$ cat src/rtl/mau_pkg.sv
// Shared types for the load/store unit: size codes, exception causes, FSM encoding.
// No logic here beyond the alignment rule used at request accept.
package mau_pkg;

    typedef enum logic [1:0] {
        SZ_B = 2'd0,
        SZ_H = 2'd1,
        SZ_W = 2'd2,
        SZ_X = 2'd3
    } size_e;

    typedef enum logic [1:0] {
        CA_OK  = 2'd0,
        CA_MIS = 2'd1,
        CA_MEM = 2'd2,
        CA_TMO = 2'd3
    } cause_e;

    typedef enum logic [2:0] {
        ST_IDLE    = 3'd0,
        ST_RD_ACC  = 3'd1,
        ST_RD_DONE = 3'd2,
        ST_WR_ACC  = 3'd3,
        ST_WR_DONE = 3'd4,
        ST_RESP    = 3'd5
    } state_e;

    typedef struct packed {
        logic        we;
        logic [1:0]  size;
        logic        sext;
        logic [1:0]  addr_lo;
        logic [31:0] wdata;
    } req_t;

    // Size code 3 has no legal alignment, so it reports as misaligned.
    function automatic logic is_misaligned(input logic [1:0] size, input logic [1:0] addr_lo);
        case (size)
            SZ_B:    return 1'b0;
            SZ_H:    return addr_lo[0];
            SZ_W:    return addr_lo != 2'b00;
            default: return 1'b1;
        endcase
    endfunction

endpackage

$ cat src/rtl/mau_lane.sv
// Purpose: byte-lane extract/extend for loads and lane merge for sub-word stores.
// Latency: combinational.
// Backpressure: none; operands are held stable by the owning FSM.
module mau_lane
    import mau_pkg::*;
(
    input  logic [1:0]  size,
    input  logic [1:0]  addr_lo,
    input  logic        sext,
    input  logic [31:0] rline,
    input  logic [31:0] wdata,
    output logic [31:0] ldata,
    output logic [31:0] mline
);

    logic [7:0]  b;
    logic [15:0] h;

    always_comb begin
        b = rline[7:0];
        case (addr_lo)
            2'd1:    b = rline[15:8];
            2'd2:    b = rline[23:16];
            2'd3:    b = rline[31:24];
            default: b = rline[7:0];
        endcase
        h = addr_lo[1] ? rline[31:16] : rline[15:0];

        ldata = rline;
        case (size)
            SZ_B:    ldata = {{24{sext & b[7]}}, b};
            SZ_H:    ldata = {{16{sext & h[15]}}, h};
            default: ldata = rline;
        endcase
    end

    always_comb begin
        mline = rline;
        case (size)
            SZ_B: begin
                case (addr_lo)
                    2'd0: mline[7:0]   = wdata[7:0];
                    2'd1: mline[15:8]  = wdata[7:0];
                    2'd2: mline[23:16] = wdata[7:0];
                    2'd3: mline[31:24] = wdata[7:0];
                    default: mline = rline;
                endcase
            end
            SZ_H: begin
                if (addr_lo[1]) mline[31:16] = wdata[15:0];
                else            mline[15:0]  = wdata[15:0];
            end
            default: mline = wdata;
        endcase
    end

endmodule

$ cat src/rtl/mem_access_unit.sv
// Purpose: load/store stage driving the word-addressed ram strobe/ready protocol (RMW for sub-word stores).
// Latency: accept + ram cycles + 1 response cycle; misaligned requests respond after 1 cycle.
// Backpressure: req_ready low while a request is outstanding; MAU_TIMEOUT_EN bounds each ram wait.
module mem_access_unit
    import mau_pkg::*;
#(
    parameter int TMO_CYCLES = 256
) (
    input  logic        clk,
    input  logic        rst,
    input  logic        req_valid,
    output logic        req_ready,
    input  logic        req_we,
    input  logic [1:0]  req_size,
    input  logic        req_sext,
    input  logic [31:0] req_addr,
    input  logic [31:0] req_wdata,
    output logic        resp_valid,
    output logic [31:0] resp_rdata,
    output logic [1:0]  resp_cause,
    output logic [31:0] mem_r_addr,
    output logic [31:0] mem_w_addr,
    output logic [31:0] mem_w_line,
    output logic        mem_read,
    output logic        mem_write,
    input  logic [31:0] mem_r_line,
    input  logic        mem_rrdy,
    input  logic        mem_wrdy,
    input  logic        mem_exc
);

    state_e      state_q, state_d;
    req_t        req_q;
    logic [31:0] addr_q, w_line_q, rdata_q;
    logic [1:0]  cause_q;
    logic [31:0] lane_ldata, lane_mline;
    logic        accept, misal, in_mem, tmo_hit, abort;

    assign accept = (state_q == ST_IDLE) && req_valid;
    assign misal  = is_misaligned(req_size, req_addr[1:0]);
    assign in_mem = (state_q == ST_RD_ACC) || (state_q == ST_RD_DONE) ||
                    (state_q == ST_WR_ACC) || (state_q == ST_WR_DONE);
    assign abort  = in_mem && (mem_exc || tmo_hit);

    mau_lane u_lane (
        .size    (req_q.size),
        .addr_lo (req_q.addr_lo),
        .sext    (req_q.sext),
        .rline   (mem_r_line),
        .wdata   (req_q.wdata),
        .ldata   (lane_ldata),
        .mline   (lane_mline)
    );

`ifdef MAU_TIMEOUT_EN
    localparam int CW = $clog2(TMO_CYCLES) + 1;
    logic [CW-1:0] cnt_q;
    logic          acc_entry;

    assign acc_entry = ((state_d == ST_RD_ACC) || (state_d == ST_WR_ACC)) && (state_d != state_q);
    assign tmo_hit   = in_mem && (cnt_q == CW'(TMO_CYCLES - 1));

    always_ff @(posedge clk) begin
        if (rst)            cnt_q <= '0;
        else if (acc_entry) cnt_q <= '0;
        else if (in_mem)    cnt_q <= cnt_q + 1'b1;
    end
`else
    logic unused_tmo;
    assign unused_tmo = ^TMO_CYCLES;
    assign tmo_hit    = 1'b0;
`endif

    always_ff @(posedge clk) begin
        if (rst) state_q <= ST_IDLE;
        else     state_q <= state_d;
    end

    // Abort (exception or timeout) takes priority over a completion seen in the same cycle.
    always_comb begin
        state_d = state_q;
        case (state_q)
            ST_IDLE: begin
                if (req_valid) begin
                    if (misal)                         state_d = ST_RESP;
                    else if (req_we && req_size == SZ_W) state_d = ST_WR_ACC;
                    else                               state_d = ST_RD_ACC;
                end
            end
            ST_RD_ACC: begin
                if (abort)          state_d = ST_RESP;
                else if (!mem_rrdy) state_d = ST_RD_DONE;
            end
            ST_RD_DONE: begin
                if (abort) state_d = ST_RESP;
                else if (mem_rrdy) begin
                    if (req_q.we) state_d = ST_WR_ACC;
                    else          state_d = ST_RESP;
                end
            end
            ST_WR_ACC: begin
                if (abort)          state_d = ST_RESP;
                else if (!mem_wrdy) state_d = ST_WR_DONE;
            end
            ST_WR_DONE: begin
                if (abort)         state_d = ST_RESP;
                else if (mem_wrdy) state_d = ST_RESP;
            end
            ST_RESP: state_d = ST_IDLE;
            default: state_d = ST_IDLE;
        endcase
    end

    always_comb begin
        req_ready  = (state_q == ST_IDLE);
        resp_valid = (state_q == ST_RESP);
        mem_read   = (state_q == ST_RD_ACC) || (state_q == ST_RD_DONE);
        mem_write  = (state_q == ST_WR_ACC) || (state_q == ST_WR_DONE);
    end

    always_ff @(posedge clk) begin
        if (rst) begin
            req_q    <= '0;
            addr_q   <= '0;
            w_line_q <= '0;
            rdata_q  <= '0;
            cause_q  <= CA_OK;
        end else if (accept) begin
            req_q.we      <= req_we;
            req_q.size    <= req_size;
            req_q.sext    <= req_sext;
            req_q.addr_lo <= req_addr[1:0];
            req_q.wdata   <= req_wdata;
            addr_q        <= {2'b00, req_addr[31:2]};
            w_line_q      <= req_wdata;
            rdata_q       <= '0;
            cause_q       <= misal ? CA_MIS : CA_OK;
        end else if (abort) begin
            cause_q <= mem_exc ? CA_MEM : CA_TMO;
        end else if (state_q == ST_RD_DONE && mem_rrdy) begin
            if (req_q.we) w_line_q <= lane_mline;
            else          rdata_q  <= lane_ldata;
        end
    end

    assign mem_r_addr = addr_q;
    assign mem_w_addr = addr_q;
    assign mem_w_line = w_line_q;
    assign resp_rdata = rdata_q;
    assign resp_cause = cause_q;

endmodule

$ cat config.mk
export PLATFORM = sky130hd
export DESIGN_NAME = mem_access_unit
export DESIGN_NICKNAME = d
export VERILOG_FILES = /design/src/rtl/mau_pkg.sv /design/src/rtl/mau_lane.sv /design/src/rtl/mem_access_unit.sv
export SDC_FILE = /design/constraint.sdc
export NUM_CORES = 1
export LEC_CHECK = 0
export CAP_MARGIN = 20
export CORE_ASPECT_RATIO = 0.8
export CORE_MARGIN = 2
export CORE_UTILIZATION = 45
export CTS_CLUSTER_SIZE = 25
export DETAILED_ROUTE_END_ITERATION = 8
export PLACE_DENSITY_LB_ADDON = 0.05
export REMOVE_ABC_BUFFERS = 1
export SYNTH_ARGS = -nofsm -noshare
export SYNTH_HDL_FRONTEND = slang
export SYNTH_SLANG_ARGS = --single-unit
$ cat constraint.sdc
create_clock -name clk -period 2.8 [get_ports clk]
set_clock_uncertainty 0.2 [all_clocks]
set_input_delay 0.28 -clock clk [delete_from_list [all_inputs] [get_ports clk]]
set_output_delay 0.28 -clock clk [all_outputs]
set_load 0.01 [all_outputs]
==> flow_summary.yaml, run 1 <==
clock_tree:
  hold_buffers: 0
  cts_buffers: 17
  cts_resized: 0
  clk_pin_slew_ns: 0.06
  cts_setup_buffers: 0
  cts_tree: "yes"
  cts_max_level: 4
  root_buffer: "clkbuf_16"
  cts.path.max_buffers: 2
  clock_latency_ns: 0.43
  clkSinkCount: 137
detailed_routing:
  vias: 6862
  dr.first_iter.drc_count: 730
  wire_per_inst_microns: 18.2
  drc: 0
  drt_wl_total_mm: 22.0
  viasPerCell: 5.66
  drt_first_pass_iters: 6
  postRouteAntennaNets: 0
floorplanning:
  fp.dieArea_sq_mm: 0.0157
  ioPinCount: 240
  die_h_microns: 112
  placement_rows: 39
  start_util_pct: 46.2
  die_w_microns: 139
  core_area_sq_mm: 0.0143
logic_synthesis:
  yosysTopAreaCell: "dfxtp_1"
  yosysWarnings: 0
  syn_area_sq_mm: 0.00660
  ys_seq_elements: 137
  yosys-top-cells-area: "dfxtp_1 42%, nand2_1 9.6%, a21oi_1 8.9%"
  ys_seq_area_share_pct: 41.5
  avgSynthCellArea_sq_um: 7.95
  synth_top_area_share_pct: 41.5
  ys_types: 51
  syn_inst: 830
placed_design:
  place_congestion: 0.998
  io_buffer_count: 235
  postPlaceCellArea_sq_mm: 0.00896
  placed_cells: 1181
  hpwl_mm: 15.4
setup_path:
  crit_fanout: 16
  crit_type: "flip-flop to flip-flop"
  worstSetupEndpointType: "flip-flop"
  critPathLaunchType: "flip-flop"
  path_buf_inv: 1
  path_cells: "or2_1 > or4_1 > buf_4 > or3_1 > o211ai_1 > a21oi_1"
  cp.arrival_ns: 2.52
  crit_path_top_delay_cell: "or4_1"
  crit_family: "simple AND/OR/NAND/NOR gates"
  slowest_delay_ns: 0.59
  required_ns: 2.91
global_route:
  grt_start_max_net_pins: 62
  grt_antenna_before_repair: 0
  grt-ovfl-total: 0
  grt_pass1_vias: 6314
  grt_pass1_wl_mm: 34.7
  grtUsageTotal_pct: 27.7
power_and_ir_drop:
  power.density_mw_per_mm2: 821
  cellLeakagePower_nw: 3.49
  ir_drop_mv: 0.555
timing:
  drv_slew: 0
  hold_violations: 0
  worst_pin_slew_ns: 0.644
  period_share_pct: 86.1
  setup_viol: 0
  rsz0062_at_grt: "no"
  min_period_ns: 2.41
  fmax_mhz: 415
  slew_headroom_pct: 57.0
  fin_hold_ws_ns: 0.108
run_status:
  status: "complete, no violations"
cells_and_area:
  stdcell_count: 1213
  fillers: 1230
  drive_above_1_share_pct: 9.14
  syn_to_final_growth_pct: 45.1
  antenna_cells: 0
  final_nets: 1122
  stdcell_area_sq_mm: 0.00958
run:
  drv_cap: 0
worst_hold_path:
  hold_class: "input pin to flip-flop"
-- flip-flops by register name, summed over array words and instances, names as in the netlist --
name and flops:
state_q 3, mem_w_line 32, resp_rdata 32, resp_cause 2, mem_r_addr 30, req_q 38
-- worst reg2reg max path, delay by kind of cell (launching register included) --
kind,cells,cell delay [ns]
compound gates,2,0.16
buf+inv,1,0.25
flops,1,0.45
simple gates,3,1.24
-- routing by layer --
metal | vias up | wire length (microns) | track usage (%)
li1 | 3273 | - | -
met1 | 3195 | 9670 | 39.3
met2 | 356 | 9720 | 41.1
met3 | 36 | 2140 | 7.17
met4 | 2 | 480 | 9.43
met5 | - | 40 | 0
-- where the power goes --
group | internal [W] | total (W) | switching, W
registers | 0.00231 | 0.00263 | 0.000318
clock network | 0.00151 | 0.00238 | 0.000869
logic | 0.00137 | 0.00286 | 0.00149
-- final timing paths --
path | start | endpoint | slack [ns] | depth (start not counted)
worst max register to register | state_q[0] | resp_rdata[14] | 0.39 | 6
worst min-delay path | rst | mem_r_addr[3] | 0.11 | 2
worst min register to register | resp_cause[1] | resp_cause[1] | 0.26 | 2
worst max-delay path | state_q[0] | resp_rdata[14] | 0.39 | 6
-- placed cells by master, fill, tap and decap left out, drive strengths merged, types with 2 or more instances in the layout --
cell type / n
clkinvlp: 4
clkbuf: 20
a222oi: 6
nand2: 169
nand2b: 8
a22oi: 6
clkdlybuf4s50: 234
nor3: 14
o31ai: 2
inv: 4
mux2: 15
nor2: 32
nand4b: 2
clkinv: 4
dfxtp: 137
nor2b: 2
a211oi: 26
o211ai: 24
or3: 11
a221oi: 2
or2: 3
bufinv: 4
nand3b: 17
a21oi: 119
o221ai: 8
o21ai: 47
nand3: 22
conb: 4
o22ai: 10
and2: 2
buf: 34
mux2i: 24
-- Yosys cell counts (all sizes together) --
master and count:
a211o 1, a211oi 26, a21o 1, a21oi 119
a221oi 2, a222oi 6, a22oi 6, a311oi 1
a31oi 1, and2 2, and3b 1, buf 59
clkbuf 45, conb 1, dfxtp 137, inv 4
mux2 15, mux2i 24, nand2 169, nand2b 8
nand3 22, nand3b 17, nand4b 2, nor2 32
nor2b 2, nor3 14, nor4 1, o2111a 1
o211ai 24, o21ai 47, o21bai 1, o221ai 8
o22ai 10, o31ai 2, o32a 1, or2 3
or3 11, or3b 1, or4 1, or4b 1
xnor2 1
-- stage by stage --
stage	util, %	worst slack, ns	TNS [ns]	power [W]
2_1_floorplan	-	-1.09	-68.69	0.00399
4_1_cts	67.0	0.409	0	0.00787
3_5_place_dp	62.7	0.189	0	0.00550
6_report	67.0	0.388	0	0.00787
5_1_grt	67.0	0.272	0	0.00826
3_3_place_gp	62.7	0.228	0	0.00548
-- cell type report --
cell class / instances / area [sq um] / area share (%)
multi-input cells: 588 / 3310 / 34.6
flip-flops and latches: 137 / 2740 / 28.6
clock inverters: 12 / 174 / 1.82
repair buffers: 268 / 2660 / 27.8
clock buffers: 20 / 447 / 4.66
inverters: 4 / 15.0 / 0.157
well taps: 184 / 230 / 2.40
-- cells by family after synthesis --
family / count (synthesis) / share of synthesized area (%)
simple gates: 287 / 19.6
compound gates: 257 / 23.8
flops: 137 / 41.5
buf+inv: 108 / 8.70
mux: 39 / 6.20
xor+xnor: 1 / 0.133
other cells: 1 / 0.0568
Note: power is estimated with default switching activity, not from simulation.
==> run 2, diff against run 1 <==
--- a/config.mk
+++ b/config.mk
@@ -5,11 +5,11 @@
 export SDC_FILE = /design/constraint.sdc
 export NUM_CORES = 1
 export LEC_CHECK = 0
+export ABC_AREA = 1
 export CAP_MARGIN = 20
 export CORE_ASPECT_RATIO = 0.8
 export CORE_MARGIN = 2
-export CORE_UTILIZATION = 45
-export CTS_CLUSTER_SIZE = 25
+export CORE_UTILIZATION = 47
 export DETAILED_ROUTE_END_ITERATION = 8
 export PLACE_DENSITY_LB_ADDON = 0.05
 export REMOVE_ABC_BUFFERS = 1
==> run 2 against run 1 <==
Net effect:
- count of clock-buffer cells in the layout unchanged
- sequential share of layout area decreased by 1.7 points
- worst setup slack improved by 0.019 ns
- total power increased by 15%
- core utilization about the same
- register-to-register slack improved by 0.09 ns
- wire length increased by 5.0%
- critical path type is now flip-flop to primary output
- largest power group unchanged
==> flow_summary.yaml, run 2 <==
global_route:
  grtUsageTotal_pct: 27.1
  grt_pass1_vias: 7096
  grt_antenna_before_repair: 0
  grt-ovfl-total: 0
  grt_start_max_net_pins: 92
  grt_pass1_wl_mm: 35.9
cells_and_area:
  multi_input_area_sq_mm: 0.00355
  final-seq-area_sq_mm: 0.00274
  stdcell_area_sq_mm: 0.0102
  fillers: 1424
  syn_to_final_growth_pct: 38.1
  drive_above_1_share_pct: 5.16
  final_nets: 1449
  antenna_cells: 0
  largest_reg_flops: 38
  stdcell_count: 1566
  final_cell_mix: "373 x nand2_1, 234 x clkdlybuf4s50_1, 139 x inv_1"
  top_register: "req_q"
  mostFrequentLayoutCell: "nand2_1"
timing:
  drv_slew: 0
  finalWorstSetupSlack_ns: 0.407
  worst_pin_slew_ns: 1.08
  setup_viol: 0
  rsz0062_at_grt: "no"
  min_period_ns: 2.39
  fmax_mhz: 418
  period_share_pct: 85.5
  hold_violations: 0
  slew_headroom_pct: 27.8
setup_path:
  critPathLaunchType: "flip-flop"
  crit_fanout: 6
  r2r_end: "mem_w_line[6]"
  crit_type: "flip-flop to primary output"
  rr_startpoint: "req_q[33]"
  r2r_cells: 9
  cp.arrival_ns: 1.91
  reg2reg_slack_ns: 0.48
  worstSetupEndpointType: "primary output"
  required_ns: 2.32
logic_synthesis:
  yosysWarnings: 0
  synth_edf_count: 0
  async_reset_ff_share_pct: 0
  synth_top_area_share_pct: 37.1
  yosys-top-cells-count: "373 x nand2_1, 139 x inv_1, 137 x dfxtp_1, 114 x nand3_1, 104 x a21oi_1"
  ys_seq_elements: 137
  yosys-top-cells-area: "dfxtp_1 37%, nand2_1 19%, nand3_1 7.7%"
  yosysTopAreaCell: "dfxtp_1"
  syn_area_sq_mm: 0.00739
  synth_ff_type: "dfxtp_1"
  ys_types: 31
  synth_most_common_cell: "nand2_1"
  ys_seq_area_share_pct: 37.1
  syn_inst: 1169
  avgSynthCellArea_sq_um: 6.32
placed_design:
  placed_cells: 1534
  io_buffer_count: 235
  place_ws_ns: 0.502
  postPlaceCellArea_sq_mm: 0.00960
  place_congestion: 0.988
  hpwl_mm: 16.4
clock_tree:
  hold_buffers: 0
  clkSinkCount: 137
  clock_latency_ns: 0.42
  root_buffer: "clkbuf_16"
  cts_buffers: 17
  cts_max_level: 4
  cts_setup_buffers: 0
  clk_pin_slew_ns: 0.06
  cts_resized: 0
  cts.path.max_buffers: 2
  cts_tree: "yes"
worst_hold_path:
  hold_class: "input pin to flip-flop"
  hold_depth: 4
  min-delay-start: "rst"
  min_to: "mem_w_line[1]"
detailed_routing:
  wire_per_inst_microns: 14.8
  viasPerCell: 5.02
  vias: 7866
  drc: 0
  postRouteAntennaNets: 0
  dr.first_iter.drc_count: 674
  drt_first_pass_iters: 5
  drt_wl_total_mm: 23.2
power_and_ir_drop:
  cellLeakagePower_nw: 4.48
  total_power_w: 0.00906
  ir_drop_mv: 0.821
  power.density_mw_per_mm2: 888
floorplanning:
  fp.dieArea_sq_mm: 0.0167
  ioPinCount: 240
  die_h_microns: 116
  start_util_pct: 48.6
  die_w_microns: 144
  core_area_sq_mm: 0.0152
  placement_rows: 40
run:
  drv_cap: 0
run_status:
  status: "complete, no violations"
## run 2: cell types whose count changed in the layout (fill, tap and decap cells not counted), moves of 14 or more
cell      delta
mux2_2      -15
buf_4       -16
nand3b_1    -17
o211ai_1    -15
nand3_1     +91
mux2i_1     -24
inv_1      +136
nand2_1    +205
a21oi_1     -14
a211oi_1    -23
nor2_1      +50
## run 2: through the flow
step / util [%] / TNS [ns] / hold slack [ns]
5_1_grt: 67.0 / 0 / 0.0735
3_5_place_dp: 63.1 / 0 / 0.242
6_report: 67.0 / 0 / 0.0729
3_3_place_gp: 63.1 / 0 / 0.252
2_1_floorplan: - / -140.61 / 0.149
4_1_cts: 67.0 / 0 / 0.0515
## run 2: critical path, cell delays in order (launching register included)
cell and delay (ns):
dfxtp_1 0.48, inv_2 0.12, nor2_1 0.19, nand2_1 0.10
nand2_1 0.07, clkdlybuf4s50_1 0.53
## run 2: worst max-delay path by stage
stage	startpoint	end	slack (ns)
final	state_q[0]	mem_read	0.41
after global routing	state_q[0]	mem_read	0.31
after CTS	state_q[0]	mem_read	0.40
after detailed placement	mem_exc	resp_rdata[24]	0.50
after global placement	mem_exc	resp_rdata[24]	0.49
after floorplan	state_q[1]	req_q[24]	-1.24
## run 2: power breakdown
| group | switching [W] | total [W] | internal, W |
|---|---|---|---|
| logic | 0.00241 | 0.00405 | 0.00165 |
| clock network | 0.000874 | 0.00232 | 0.00144 |
| registers | 0.000317 | 0.00269 | 0.00237 |
| total | 0.00360 | 0.00906 | 0.00546 |
## run 2: cell families after synthesis
logic type / Yosys count / synth area share (%)
AND/OR/NAND/NOR: 591 / 33.2
buffers and inverters: 247 / 15.2
AO/OA/AOI/OAI: 193 / 14.4
flip-flops: 137 / 37.1
other: 1 / 0.0508
## run 2: final cells by class
| cell class | count | area share, % |
|---|---|---|
| inverter | 149 | 5.48 |
| clock buffer | 20 | 4.48 |
| tap | 210 | 2.58 |
| sequential | 137 | 26.9 |
| timing repair buffer | 250 | 24.4 |
| clock inverter | 12 | 1.46 |
| multi-input combinational | 788 | 34.8 |
## run 2: layer usage
| metal | wire length (microns) | GRT usage, % |
|---|---|---|
| met4 | 301 | 6.73 |
| met5 | 0 | 0 |
| met2 | 10600 | 44.1 |
| met3 | 1870 | 6.23 |
| met1 | 10400 | 36.9 |
==> RTL change (settings of run 1) <==
Add a define of `MAU_TIMEOUT_EN`.
--- a/src/rtl/mem_access_unit.sv
+++ b/src/rtl/mem_access_unit.sv
@@ -2,4 +2,6 @@
 // Latency: accept + ram cycles + 1 response cycle; misaligned requests respond after 1 cycle.
 // Backpressure: req_ready low while a request is outstanding; MAU_TIMEOUT_EN bounds each ram wait.
+`define MAU_TIMEOUT_EN
+
 module mem_access_unit
     import mau_pkg::*;
Formal check against the unedited RTL: same outputs for any inputs over 4 cycles, from zero or initial values and one cycle with rst high; that may be too few to reach the edited logic, so the function may still have changed.
==> RTL change against run 1 <==
Worst setup slack worse by 0.17 ns; total power is 20% lower; highest routed layer is now met4; combinational power is 46% lower; critical path type unchanged; critical path depth is 4 higher; synthesized area is 4.9% higher; sequential cell count is 9 higher; wire length is 2.3% higher; clock power is 2% lower; final area is 3.5% higher.
==> RTL change: results (changes against run 1) <==
[metrics] run status: finished clean
[metrics] pin count of the biggest net entering global routing: 86 (+39%)
[metrics] number of DRC violations after detailed-routing iteration 0: 620 (-15%)
[metrics] number of nets in the final layout: 1179 (+5.1%)
[metrics] slew margin rel.: 48.5% (-8.5 points)
[metrics] HPWL after detailed placement: 15.9 mm (+2.9%)
[metrics] Worst Path Max Fanout: 15 (-1)
[metrics] Met1 Wirelength: 10.3 mm (+6.2%)
[metrics] number of distinct library cells after synthesis: 56 (+9.8%)
[metrics] total met3 wirelength after detailed routing: 2.09 mm (-2.3%)
[metrics] top post-synthesis cells by area: sky130_fd_sc_hd__dfxtp_1 (42%), sky130_fd_sc_hd__nand2_1 (11%), sky130_fd_sc_hd__a21oi_1 (9.5%)
[metrics] top layer used by detailed routing: met4
[metrics] via-per-instance ratio: 5.58 (-1.3%)
[metrics] First-pass DRT Iterations: 5 (-1)
[metrics] wire length reported by the detailed router: 22.6 mm (+2.3%)
[metrics] achievable clock frequency: 388 MHz (-6.5%)
[metrics] wire length of the first global-routing pass: 34.6 mm (-0.34%)
[metrics] aggregate global-route resource usage: 27.1% (-0.65 points)
[metrics] VDD IR max: 0.461 mV (-17%)
[metrics] met2 usage in global routing: 41.1% (about the same)
[metrics] Pleak: 3.55 nW (+1.6%)
[metrics] Cell Area, Placed: 9280 sq um (+3.6%)
[metrics] fraction of layout instances using a drive strength above 1: 9.24% (+0.11 points)
[metrics] net switching component of the power: 0.00181 W (-32%)
[metrics] end of the critical path: resp_rdata[28]$_SDFFE_PP0P_
[metrics] startpoint of the most critical setup path: cnt_q[0]$_SDFFE_PP0P_
-- RTL change: cell types whose count changed after synthesis, sizes merged, moves of 11 or more --
cell    change
o211ai     -17
mux2i      -19
or3        -11
a31oi      +18
nand3      -20
nand3b     -15
clkbuf     +12
nand2      +36
a21oi      +14
buf        -12
-- RTL change: metrics by stage --
stage	cells	utilization [%]
CTS	1269	65.8
global route	1271	66.1
finish	1271	66.1
floorplan	784	-
detailed placement	1239	61.8
global placement	1239	61.8
-- RTL change: critical path, stage by stage (launching register included) --
cell and delay [ns]:
sky130_fd_sc_hd__dfxtp_1 0.33, sky130_fd_sc_hd__ha_1 0.25, sky130_fd_sc_hd__nand3_1 0.09, sky130_fd_sc_hd__nor2_1 0.04, sky130_fd_sc_hd__ha_1 0.20, sky130_fd_sc_hd__nor4b_2 0.30, sky130_fd_sc_hd__nand2_1 0.13, sky130_fd_sc_hd__or2_0 0.40
sky130_fd_sc_hd__a31oi_4 0.27, sky130_fd_sc_hd__buf_12 0.17, sky130_fd_sc_hd__a21oi_1 0.07
-- RTL change: cells by family after synthesis --
logic type / count (synthesis) / synth area share (%)
simple gates: 301 / 18.9
xor+xnor: 8 / 1.01
flops: 146 / 42.2
compound gates: 287 / 25.4
fa+ha+maj: 2 / 0.361
other cells: 1 / 0.0542
buf+inv: 118 / 8.41
mux: 22 / 3.65
-- RTL change: power groups by stage --
stage,logic (W),registers [W],clock network (W)
3_5_place_dp,0.00153,0.00243,0
3_3_place_gp,0.00152,0.00242,0
4_1_cts,0.00154,0.00239,0.00236
5_1_grt,0.00167,0.00241,0.00245
2_1_floorplan,0.000640,0.00251,0
6_report,0.00154,0.00239,0.00234
-- RTL change: worst min path at each step --
stage | from | to | slack (ns) | cells past startpoint
finish | rst | mem_w_line[25]$_SDFFE_PP0P_ | 0.11 | 2
global route | rst | req_q[4]$_SDFFE_PP0P_ | 0.13 | 2
CTS | rst | req_q[9]$_SDFFE_PP0P_ | 0.1 | 2
detailed placement | req_q[28]$_SDFFE_PP0P_ | req_q[28]$_SDFFE_PP0P_ | 0.25 | 2
global placement | req_q[22]$_SDFFE_PP0P_ | req_q[22]$_SDFFE_PP0P_ | 0.24 | 2
floorplan | rst | mem_r_addr[0]$_SDFFE_PP0P_ | 0.15 | 1
-- RTL change: area by class of cell --
class / instances / area share (%)
multi-input combinational: 624 / 34.7
sequential: 146 / 29.5
timing repair buffer: 268 / 26.8
clock buffer: 20 / 4.71
tap: 189 / 2.38
clock inverter: 10 / 1.35
inverter: 14 / 0.530
-- RTL change: what timing repair did --
action / CTS / global route
setup endpoints to repair: 0 / 21
gates resized for setup: 0 / 2
hold buffers: 0 / 0
setup buffers: 0 / 2
hold endpoints to repair: 0 / 0
